**config.mk**
```make
export PLATFORM = sky130hd
export DESIGN_NAME = biriscv_v_writeback
export DESIGN_NICKNAME = d
export VERILOG_FILES = /design/src/rtl/biriscv_v_writeback.sv
export SDC_FILE = /design/constraint.sdc
export NUM_CORES = 1
export LEC_CHECK = 0
export ABC_AREA = 1
export ABC_CLOCK_PERIOD_IN_PS = 12600
export CAP_MARGIN = 5
export CORE_ASPECT_RATIO = 0.8
export CORE_UTILIZATION = 45
export CTS_CLUSTER_SIZE = 24
export DETAILED_ROUTE_END_ITERATION = 8
export GPL_TIMING_DRIVEN = 0
export HOLD_SLACK_MARGIN = 0.05
export PLACE_DENSITY_LB_ADDON = 0.08
export SLEW_MARGIN = 20
export SYNTH_ARGS = -nofsm -noshare
export SYNTH_HDL_FRONTEND = slang
export SYNTH_SLANG_ARGS = --single-unit
```
**constraint.sdc**
```tcl
create_clock -name clk_i -period 12.6 [get_ports clk_i]
set_clock_uncertainty 0.1 [all_clocks]
set_input_delay 2.52 -clock clk_i [delete_from_list [all_inputs] [get_ports clk_i]]
set_output_delay 2.52 -clock clk_i [all_outputs]
set_load 0.02 [all_outputs]
```
**src/rtl/biriscv_v_writeback.sv**
```systemverilog
// Vector writeback stage.
// Buffers ALU results in a 2-entry in-order FIFO, presents the head to the
// vector register file write port, and tracks which vector registers have
// an issued result still waiting to be written back.
module biriscv_v_writeback #(
  parameter int unsigned VLEN = 128,
  parameter int unsigned ELEN = 32
) (
  input  logic            clk_i,
  input  logic            rst_i,
  input  logic            alu_valid_i,
  input  logic [4:0]      alu_vd_idx_i,
  input  logic [VLEN-1:0] alu_value_i,
  output logic            alu_accept_o,
  input  logic            issue_valid_i,
  input  logic [4:0]      issue_vd_idx_i,
  output logic            vrf_wr_en_o,
  output logic [4:0]      vrf_wr_idx_o,
  output logic [VLEN-1:0] vrf_wr_data_o,
  input  logic            vrf_wr_ready_i,
  output logic [31:0]     pending_o,
  output logic [1:0]      occupancy_o
);

  localparam int unsigned NumLanes = VLEN / ELEN;

  logic [4:0]      idxStore_q  [2];
  logic [VLEN-1:0] dataStore_q [2];
  logic            wrPtr_q, wrPtr_d;
  logic            rdPtr_q, rdPtr_d;
  logic [1:0]      count_q, count_d;
  logic [31:0]     pending_q, pending_d;
  logic            push;
  logic            pop;
  logic [VLEN-1:0] headData;

  // Accept depends only on buffer fullness so upstream never waits on the VRF.
  assign alu_accept_o = (count_q < 2'd2);
  assign push         = alu_valid_i & alu_accept_o;
  assign vrf_wr_en_o  = (count_q != 2'd0);
  assign pop          = vrf_wr_en_o & vrf_wr_ready_i;

  assign vrf_wr_idx_o = idxStore_q[rdPtr_q];
  assign headData     = dataStore_q[rdPtr_q];
  assign occupancy_o  = count_q;
  assign pending_o    = pending_q;

  // Data passes through untouched, lane by lane, with no masking.
  for (genvar lane = 0; lane < NumLanes; lane++) begin : gLane
    assign vrf_wr_data_o[lane*ELEN +: ELEN] = headData[lane*ELEN +: ELEN];
  end

  // Next-state for pointers, occupancy and the pending scoreboard; a new
  // issue to the same register overrides the clear from a retiring write.
  always_comb begin
    wrPtr_d   = wrPtr_q ^ push;
    rdPtr_d   = rdPtr_q ^ pop;
    count_d   = count_q;
    pending_d = pending_q;
    case ({push, pop})
      2'b10:   count_d = count_q + 2'd1;
      2'b01:   count_d = count_q - 2'd1;
      default: count_d = count_q;
    endcase
    if (pop) begin
      pending_d[vrf_wr_idx_o] = 1'b0;
    end
    if (issue_valid_i) begin
      pending_d[issue_vd_idx_i] = 1'b1;
    end
  end

  // Control state; reset discards any buffered results.
  always_ff @(posedge clk_i or posedge rst_i) begin
    if (rst_i) begin
      wrPtr_q   <= 1'b0;
      rdPtr_q   <= 1'b0;
      count_q   <= 2'd0;
      pending_q <= 32'd0;
    end else begin
      wrPtr_q   <= wrPtr_d;
      rdPtr_q   <= rdPtr_d;
      count_q   <= count_d;
      pending_q <= pending_d;
    end
  end

  // Entry storage; cleared on reset so the write port shows zeros.
  always_ff @(posedge clk_i or posedge rst_i) begin
    if (rst_i) begin
      for (int i = 0; i < 2; i++) begin
        idxStore_q[i]  <= 5'd0;
        dataStore_q[i] <= '0;
      end
    end else if (push) begin
      idxStore_q[wrPtr_q]  <= alu_vd_idx_i;
      dataStore_q[wrPtr_q] <= alu_value_i;
    end
  end

endmodule

```
# Word-level counts from Yosys, hierarchy flattened
# Index checks and enable logic that the tools add are counted.
op_classes:
  add_sub_neg: 2
  n_lt_le_gt_ge: 8
  eq_ne: 2
  mux: 19
  bitwise_logic: 9
  n_reduce_logical: 5
op_table:
  columns: ["cell", "count"]
  rows:
  - ["$mux W128", 4]
  - ["$bwmux W256", 1]
  - ["$demux W128 S1", 1]
  - ["$mux W32", 2]
  - ["$and A32 B32 Y32", 1]
  - ["$not A32 Y32", 1]
  - ["$or A32 B32 Y32", 1]
  - ["$mux W5", 4]
  - ["$lt A5 B6 Y1 const B", 2]
  - ["$bwmux W10", 1]
  - ["$demux W1 S5", 2]
  - ["$ge A5 B1 Y1 const B", 2]
  - ["$demux W5 S1", 1]
  - ["$ge A2 B2 Y1 const B", 2]
  - ["$not A1 Y2", 2]
  - ["$pmux W2 S2", 1]
  - ["$reduce_bool A2 Y1", 2]
  - ["$logic_and A1 B1 Y1", 3]
  - ["$add A2 B1 Y2 const B", 1]
  - ["$and A1 B1 Y1", 2]
  - ["$eq A2 B1 Y1 const B", 1]
  - ["$eq A2 B2 Y1 const B", 1]
  - ["$lt A2 B1 Y1 const B", 1]
  - ["$lt A2 B2 Y1 const B", 1]
  - ["3 further kinds", 5]
totals:
  reg_bits: 302
  in_bits: 143
  output_inout_bits: 169
  elab_cells: 53

# Logic depth before layout (Yosys ltp)
logic_depth:
  depth_word: 13
  ltp_mapped: 9
  ltp_nobuf: 8

# Worst setup path after synthesis
# No wires, ideal clock.
synth_timing:
  path_kind: "register -> output"
  from: "reg rdPtr_q"
  to: "out vrf_wr_data_o[125]"
  arrival_ns: 1.429
  required_time_ns: 9.980
  slack_ns: 8.551
  stages_incl_launch_ff: 6
  n_path_buf: 4
  path_cell_list: "dfrtp_1 > buf_6 > buf_12 > buf_2 > buf_2 > o21ai_0"
synth_between:
  elab_chain_len: 4
synth_lines:
  columns: ["item", "line", "text"]
  rows:
  - ["from (decl)", "30", "logic rdPtr_q, rdPtr_d;"]
  - ["from (signal assigned)", "82", "rdPtr_q <= rdPtr_d;"]
  - ["$not A1 Y2 (implied by the code)", "44", "assign headData = dataStore_q[rdPtr_q];"]
  - ["$mux W128 (implied by the code) (3 in series)", "44", null]
  - ["to (decl)", "19", "output logic [VLEN-1:0] vrf_wr_data_o,"]
# No other way between the ends. The select of a mux whose other input is x is not followed.

# Worst setup path in the final report
layout_timing:
  from: "reg rdPtr_q"
  to: "out vrf_wr_data_o[117]"
# Same word-level chain as after synthesis.

==> impl_metrics.toml <==
[status]
status = "finished, final reports clean"

[yosys]
syn_avg_cell_area_um2 = 9.60
ys_types = 26
ys_ff_latch = 302
synth_area_um2 = 13200
synth.yosys.seq_area_share_pct = 57.2
syn-num-nets = 1523
syn_inst = 1377
ys.warnings.count = 0

[critical_path]
r2r_slack_ns = 10.12
cp-start-kind = "flip-flop"
rr_endpoint = "dataStore_q[252]"
critical_path.cell_chain = "buf_6 > buf_12 > buf_6 > buf_1 > o21ai_0 > clkdlybuf4s50_1"
crit_buf_inv = 5
crit_top_cell = "buf_6"
reg2reg_depth = 7
slowest_delay_ns = 0.68
critPathArrivalTime_ns = 2.66
critical_path.max_fanout = 10
rr_startpoint = "occupancy_o[1]"
cp_top_family = "buffers and inverters"
critPathKind = "flip-flop to output port"
crit_path_end_kind = "output port"
slowest_stage = "clkdlybuf4s50_1"
crit_required_ns = 9.98

[hold_path]
min_delay_path_depth = 2
hp-class = "flip-flop to flip-flop"
hp-start = "pending_o[31]"
min_to = "pending_o[31]"

[clock_tree]
clockBufferDepth = 3
cts_tree = "done"
cts-buffers-inserted = 34
postCtsSetupRepairBufs = 0
cts_hold_buf = 0
clk_latency_ns = 0.51
post_cts_resized = 0
clk_pin_slew_ns = 0.06
cts_max_level = 2
cts_sinks = 302
cts_root_buffer = "clkbuf_16"

[floorplan]
die_y_um = 155
rows = 55
start_util_pct = 46.3
dieWidth_um = 194
core_region_area_um2 = 28600
die_area_um2 = 30100
io-pin-count = 312

[routing]
wl_per_cell_um = 17.1
drc = 0
first_pass_iters = 6
wl_um = 36200
drtAntennaViolNets = 0
via_per_inst = 5.07
initialDrtViolationCount = 567
vias = 10800

[global_routing]
track_usage_pct = 24.4
antenna_found_initial = 2
grtUsageMet2_pct = 36.9
grt_pass1_vias = 10800
grt_max_degree = 96
grt-busiest-layer = "met2"
grt_pass1_wl_um = 58200
grt_overflow = 0
use_met3_pct = 5.68
use_met1_pct = 35.2

[sta]
max_slew_margin_pct = 42.7
finalHoldViolCount = 0
fmax_ghz = 0.189
finalCriticalPeriod_ns = 5.28
setup_violations = 0
slew_violations = 0
holdWs_ns = 0.370
worstMarginPinSlew_ns = 0.859
rsz0062_at_grt = "false"
finalCritPeriodShare_pct = 41.9

[finish]
finalNetCount = 1873
final_common_cell = "nand2_1"
area_delta_synth_final_pct = 35.8
fin_util_pct = 62.9
layout_common_cells = "408 x nand2_1, 311 x clkdlybuf4s50_1, 302 x dfrtp_1"
layout-drive-gt1-share_pct = 14.9
num-fill-cells = 2373

[run]
drv_cap = 0

[placement]
routabilityCongestion = 0.806
dp_hpwl_um = 24900
port_buffers = 311

[power_and_ir_drop]
p_leak_nw = 7.97
total_power_mw = 5.28
powerDensity_nw_per_um2 = 294
max-vdd-ir-drop_uv = 151
==> kinds of logic after synthesis <==
kind of cell | synth area share (%)
buffers and inverters | 7.13
multiplexers | 11.1
XOR/XNOR | 0.199
adder cells (fa/ha/maj) | 0.284
AO/OA/AOI/OAI | 10.4
flip-flops | 57.2
AND/OR/NAND/NOR | 13.8
==> per-layer routing <==
layer  routed length (µm)  part of all wire, %  vias up
met3                 2780                  7.7       59
li1                     -                    -     5092
met2                16100                   45      356
met1                16400                   45     5244
met4                  870                  2.4        2
met5                   17                0.047        -
==> registers in the layout (all words and copies together), names as in the netlist <==
signal,flops
occupancy_o,2
pending_o,32
rdPtr_q,1
idxStore_q,10
dataStore_q,256
wrPtr_q,1
==> area by class of cell <==
class / instances / area, µm² / area share [%]
Timing Repair Buffer: 314 / 3200 / 17.8
Sequential cell: 302 / 7560 / 42.1
Clock inverter: 6 / 58.8 / 0.327
Multi-Input combinational cell: 851 / 4720 / 26.3
Buffer: 74 / 379 / 2.11
Tap cell: 370 / 463 / 2.58
Inverter: 150 / 571 / 3.18
Clock buffer: 51 / 1010 / 5.60
Antenna cell: 1 / 2.50 / 0.0139
==> per-stage QoR <==
stage	TNS, ns	std cells	setup slack (ns)	instance area [µm²]
floorplan	0	1377	1.63	13200
global placement	-732.68	2058	-2.46	16800
detailed placement	0	2061	7.62	16900
CTS	0	2118	7.32	17900
global route	0	2119	7.21	18000
finish	0	2119	7.32	18000
==> worst max path at each step <==
stage,start,endpoint,depth (start not counted)
2_1_floorplan,rst_i,dataStore_q[0],1
3_3_place_gp,rst_i,pending_o[25],2
6_report,rdPtr_q,vrf_wr_data_o[117],6
4_1_cts,rdPtr_q,vrf_wr_data_o[117],6
5_1_grt,rdPtr_q,vrf_wr_data_o[3],7
3_5_place_dp,alu_valid_i,dataStore_q[252],7
==> tightest hold or removal path, stage by stage, from the launching register on <==
cell and delay [ns]:
dfrtp_1 0.34, nand2_1 0.05, nand2_1 0.04
==> cell usage after synthesis, drive strengths merged <==
cell type | n | area [µm²]
mux2 | 130 | 1460
buf | 70 | 364
xor2 | 2 | 17.5
ha | 3 | 37.5
nor2 | 14 | 140
dfrtp | 302 | 7560
clkbuf | 4 | 15.0
o21a | 2 | 22.5
nand2 | 419 | 1610
xnor2 | 1 | 8.76
a21oi | 1 | 5.00
nor3 | 12 | 75.1
o21ai | 267 | 1340
inv | 150 | 563
==> report_power, final <==
part / internal (mW) / switching, mW / leakage (nW)
Clock: 0.570 / 0.385 / 0.527
Combinational: 1.17 / 1.50 / 3.80
Sequential: 1.46 / 0.197 / 3.64
Total: 3.20 / 2.08 / 7.97
No activity file was read; power rests on OpenSTA's default activity.
